===== config.mk =====
export PLATFORM = sky130hd
export DESIGN_NAME = denise_sprite_mixer_flat
export DESIGN_NICKNAME = d
export VERILOG_FILES = /design/src/rtl/denise_sprite_mixer_if.sv /design/src/rtl/denise_sprite_mixer.sv /design/src/flat_wrapper.sv
export SDC_FILE = /design/constraint.sdc
export NUM_CORES = 1
export LEC_CHECK = 0
export ABC_AREA = 1
export CAP_MARGIN = 20
export CORE_MARGIN = 4
export CORE_UTILIZATION = 38
export DETAILED_ROUTE_END_ITERATION = 10
export GPL_TIMING_DRIVEN = 0
export PLACE_DENSITY = 0.87
export REMOVE_ABC_BUFFERS = 1
export SETUP_SLACK_MARGIN = 0.2
export SLEW_MARGIN = 25
export SYNTH_ARGS = -nofsm -noshare
export SYNTH_HDL_FRONTEND = slang
export SYNTH_SLANG_ARGS = --single-unit

===== constraint.sdc =====
create_clock -name clk -period 1.32 [get_ports clk]
set_clock_uncertainty 0.15 [all_clocks]
set_input_delay 0.396 -clock clk [delete_from_list [all_inputs] [get_ports clk]]
set_output_delay 0.396 -clock clk [all_outputs]
set_load 0.01 [all_outputs]

===== src/rtl/denise_sprite_mixer_if.sv =====
// Register bus for the sprite mixer: CLXCON writes, CLXDAT reads, 7MHz qualifier.
interface denise_sprite_mixer_if;
   logic        clk7_en;
   logic        clxcon_wr;
   logic        clxdat_rd;
   logic [15:0] data_in;
   logic [15:0] clxdat;

   modport master (output clk7_en, clxcon_wr, clxdat_rd, data_in, input clxdat);
   modport slave  (input clk7_en, clxcon_wr, clxdat_rd, data_in, output clxdat);
endinterface


===== src/rtl/denise_sprite_mixer.sv =====
// Sprite pixel merge (4 pairs, lowest pair wins) and CLXCON/CLXDAT collision latch.
module denise_sprite_mixer (
   input  logic                 clk,
   input  logic                 reset,
   denise_sprite_mixer_if.slave bus,
   input  logic [15:0]          sprdata,
   input  logic [7:0]           attach,
   input  logic                 pf1_match,
   input  logic                 pf2_match,
   input  logic                 clx_en,
   output logic                 spr_nz,
   output logic [1:0]           spr_pair,
   output logic [3:0]           spr_color
);

   logic [3:0]       ensp;       // ENSP7,5,3,1 -> bits 3..0
   logic [14:0]      latch;
   logic [3:0]       pair_nz;
   logic [3:0][3:0]  pair_col;
   logic [3:0]       grp;
   logic [14:0]      hits;
   logic             nz_d;
   logic [1:0]       pair_d;
   logic [3:0]       col_d;

   // Even-sprite attach bits and CLXCON low bits are not consumed here.
   logic unused_bits;
   assign unused_bits = ^{attach[6], attach[4], attach[2], attach[0], bus.data_in[11:0]};

   // Per-pair colour select and collision group membership.
   for (genvar p = 0; p < 4; p++) begin : g_pair
      logic [1:0] ev, od;
      assign ev          = sprdata[4*p +: 2];
      assign od          = sprdata[4*p+2 +: 2];
      assign pair_nz[p]  = |{ev, od};
      assign pair_col[p] = attach[2*p+1] ? {od, ev} :
                           (|ev)         ? {2'(p), ev} : {2'(p), od};
      assign grp[p]      = (|ev) | (ensp[p] & (|od));
   end

   // Lowest-numbered nonzero pair wins; scan high to low so low overrides.
   always_comb begin
      nz_d   = 1'b0;
      pair_d = 2'd0;
      col_d  = 4'd0;
      for (int p = 3; p >= 0; p--) begin
         if (pair_nz[p]) begin
            nz_d   = 1'b1;
            pair_d = 2'(p);
            col_d  = pair_col[p];
         end
      end
   end

   // Collision conditions in CLXDAT bit order, gated by the qualifier.
   assign hits = {15{clx_en}} & {
      grp[2] & grp[3], grp[1] & grp[3], grp[1] & grp[2],
      grp[0] & grp[3], grp[0] & grp[2], grp[0] & grp[1],
      {4{pf2_match}} & grp,
      {4{pf1_match}} & grp,
      pf1_match & pf2_match
   };

   assign bus.clxdat = {1'b1, latch};

   // Registered sprite pixel, one clk latency.
   always_ff @(posedge clk or posedge reset) begin
      if (reset) begin
         spr_nz    <= 1'b0;
         spr_pair  <= 2'd0;
         spr_color <= 4'd0;
      end else begin
         spr_nz    <= nz_d;
         spr_pair  <= pair_d;
         spr_color <= col_d;
      end
   end

   // CLXCON enable bits; a write takes effect from the following clk.
   always_ff @(posedge clk or posedge reset) begin
      if (reset)
         ensp <= 4'd0;
      else if (bus.clk7_en && bus.clxcon_wr)
         ensp <= bus.data_in[15:12];
   end

   // Sticky collision latch; clear-on-read, with new hits surviving the clear.
   always_ff @(posedge clk or posedge reset) begin
      if (reset)
         latch <= 15'd0;
      else if (bus.clk7_en && bus.clxdat_rd)
         latch <= hits;
      else
         latch <= latch | hits;
   end

endmodule


===== src/flat_wrapper.sv =====
// flat-port wrapper written by rule: the top's interface ports become plain ports
module denise_sprite_mixer_flat 
  (clk, reset, sprdata, attach, pf1_match, pf2_match, clx_en, spr_nz, spr_pair, spr_color, bus_clk7_en, bus_clxcon_wr, bus_clxdat_rd, bus_data_in, bus_clxdat);
  denise_sprite_mixer_if bus_i ();
  input  logic clk;
  input  logic reset;
  input  logic [15:0] sprdata;
  input  logic [7:0] attach;
  input  logic pf1_match;
  input  logic pf2_match;
  input  logic clx_en;
  output logic spr_nz;
  output logic [1:0] spr_pair;
  output logic [3:0] spr_color;
  input wire logic [$bits(bus_i.clk7_en)-1:0] bus_clk7_en;
  input wire logic [$bits(bus_i.clxcon_wr)-1:0] bus_clxcon_wr;
  input wire logic [$bits(bus_i.clxdat_rd)-1:0] bus_clxdat_rd;
  input wire logic [$bits(bus_i.data_in)-1:0] bus_data_in;
  output wire logic [$bits(bus_i.clxdat)-1:0] bus_clxdat;
  assign bus_i.clk7_en = bus_clk7_en;
  assign bus_i.clxcon_wr = bus_clxcon_wr;
  assign bus_i.clxdat_rd = bus_clxdat_rd;
  assign bus_i.data_in = bus_data_in;
  assign bus_clxdat = bus_i.clxdat;
  denise_sprite_mixer u_core (.clk(clk), .reset(reset), .bus(bus_i), .sprdata(sprdata), .attach(attach), .pf1_match(pf1_match), .pf2_match(pf2_match), .clx_en(clx_en), .spr_nz(spr_nz), .spr_pair(spr_pair), .spr_color(spr_color));
endmodule

==> results by group <==
Yosys
  • Seq/Total Area, Yosys: 50.14%
  • Number of library cell types mapped by synthesis: 24
  • Post-synthesis register bit count: 26
  • Post-synth top area share: 50.14%
  • Post-Synthesis Cell Area: 1297 um^2
  • Post-Synthesis Cells: 147
  • Syn avg cell area: 8.826 um^2
  • Dominant cell type by area after synthesis: dfrtp_1
  • Top cells by area, synth: dfrtp_1 50%, nand2_1 11%, a22o_1 6.8%, inv_1 4.6%, nor3_1 3.1%
  • Syn. warnings: 0

Power
  • Power Dens Cells: 996.0 nW/um^2
  • Worst vdd ir: 497.9 uV
  • Static Leakage: 1.068 nW

Clock tree
  • CTS max path bufs: 2
  • Worst skew pair latency: 320 ps
  • CTS Buf Count: 3
  • H-tree levels: 1
  • Clock slew at reported path FFs: 150 ps
  • Root buffer cell: clkbuf_4
  • CTS tree: built
  • Clock Sink Count: 26

Placed design
  • Placement Cell Area: 1871 um^2
  • I/O Buffers: 53
  • Final HPWL DP: 2.437 mm
  • Pre-CTS WS: -469.8 ps
  • Final RePlAce weighted congestion: 0.7686

Route
  • DRT Wirelength: 3.450 mm
  • Iter 0 DRT Violations: 58
  • First-pass DRT Iterations: 4
  • Remaining antenna violation count: 0
  • DR WL/cell: 12.78 um
  • Via count: 1251
  • Drc violations: 0
  • Via density: 4.633

Timing
  • Final Hold Viols: 0
  • Crit path setup slack, layout: -110.5 ps
  • Max Clk Rate: 0.6990 GHz
  • Relative slew margins: 63.21%
  • Unrepaired setup endpoints after global routing: true
  • Final period util: 108.4%
  • Slew Viols, Final: 0
  • Finish-stage setup viols: 22
  • Worst hold margin: 161.2 ps
  • Period minus WS final: 1431 ps
  • Tightest Pin Transition: 550.7 ps

GRT
  • Most Crowded Layer GR: met2
  • Maximum number of pins on one net before global-route repair: 27
  • Met1 Usage GRT: 19.08%
  • Initial antenna violation count: 0
  • First-pass GRT wire length: 5.106 mm
  • Global Route Usage Sum: 15.36%
  • Vias in the first global route: 1174
  • Global Route met3 Usage: 2.721%
  • GR Layer Usage met2: 26.89%
  • Global route total overflow: 0

Finish
  • Area grow syn2layout: 56.12%
  • Nets: 275
  • Area of the multi-input gates: 651.9 um^2
  • Share of layout cells above drive strength 1: 46.46%
  • N_diodes: 0
  • Finished Cell Area: 2026 um^2
  • Util after Layout: 64.25%
  • Fill cell count: 272
  • Register area: 650.6 um^2

Floorplan
  • Starting Density: 41.15%
  • Row cnt: 20
  • Die ar.: 4414 um^2
  • Io pins: 71
  • Core outline area: 3153 um^2
  • Die X: 66.44 um
  • Die height: 66.44 um

Run status
  • Status: finished with violations
  • Failing checks: setup timing

Worst setup path
  • Worst EP required: 770 ps
  • Worst Path Arrival: 880 ps
  • CP Launch Type: register
  • Crit path buffers/inverters: 1
  • Slowest stage delay, CP: 420 ps
  • Setup CP Type: register to output port
  • Worst setup EP type: output port
  • Slowest stage cell, crit path: dfrtp_1
  • Crit-path max FO: 2
  • Kind of cell adding the most delay to the critical path: flip-flops
  • CP Cell Sequence: buf_2

Worst hold path
  • Min-delay worst type: input port to register

Run
  • Max_cap viols: 0
power breakdown:
part	internal, W	leakage [nW]	switching, W
registers	0.000884	0.301	0.0000404
logic	0.000284	0.739	0.000263
clock network	0.000307	0.0279	0.000239
synthesized netlist by cell type (all sizes together):
cell type,number
a31o,2
conb,1
nor3,8
a21oi,2
nand2,43
buf,2
clkinv,1
inv,18
o21ai,8
a22o,10
nor2,14
mux2,3
nand3,8
a21boi,1
dfrtp,26
final timing paths:
path	endpoint	slack, ps	start	depth (start not counted)
setup / recovery	bus_clxdat[5]	-110	u_core.latch[5]	1
hold / removal	u_core.spr_color[2]	160	sprdata[2]	3
setup reg to reg	u_core.latch[5]	220	u_core.latch[5]	3
hold reg to reg	u_core.latch[8]	360	u_core.latch[8]	2
max in group asynchronous	u_core.spr_color[0]	380	reset	2
min in group asynchronous	u_core.latch[13]	310	reset	2
final cells by class:
type	count	share of cell area, %
Multi-Input combinational cell	101	32.18
Sequential cell	26	32.12
Timing Repair Buffer	76	26.25
Inverter	19	4.138
Tap cell	44	2.718
Clock inverter	1	1.482
Clock buffer	3	1.112
cells in the final DEF, fill, tap and decap left out, drive strengths merged, types with 2 or more instances in the layout:
master	count
o21ai	8
a22o	10
buf	53
nor3	8
a21oi	2
clkdlybuf4s50	7
dfrtp	26
clkdlybuf4s15	4
nor2	14
nand2	44
nand3	8
mux2	3
inv	17
clkbuf	9
a31o	2
dlygate4sd2	6
repair_timing:
| item | CTS | global route |
|---|---|---|
| pin swaps | 18 | 28 |
| buffers inserted | 14 | 9 |
| hold buffers | 0 | 0 |
| gates cloned | 1 | 0 |
| resized for setup | 158 | 35 |
| endpoints found under the setup margin | 74 | 38 |
per-stage QoR:
| step | setup TNS [ps] | cells | power, W |
|---|---|---|---|
| after floorplan | 0 | 145 | 0.001153 |
| after global placement | -22380 | 242 | 0.001441 |
| after detailed placement | -22850 | 242 | 0.001450 |
| after CTS | -1985 | 261 | 0.001994 |
| after global routing | -2659 | 270 | 0.002122 |
| final | -1758 | 270 | 0.002018 |
metal layers:
metal	wire length, um	vias to the layer above
met5	0	-
met4	17	0
met3	150	2
met2	1757	32
met1	1525	582
li1	-	635
state kept, by name, summed over array words and instances, names as in the netlist:
| name | cells |
|---|---|
| u_core.ensp | 4 |
| u_core.latch | 15 |
| u_core.spr_color | 4 |
| u_core.spr_nz | 1 |
| u_core.spr_pair | 2 |
logic make-up (layout without fill, tap and decap cells):
kind of cell / after synthesis / after routing / share of synthesized area, %
simple gates: 73 / 74 / 27.97
other cells: 1 / 1 / 0.2890
buf+inv: 21 / 99 / 6.461
flops: 26 / 26 / 50.14
compound gates: 23 / 23 / 12.54
mux: 3 / 3 / 2.603
No activity file was read; power rests on OpenSTA's default activity.
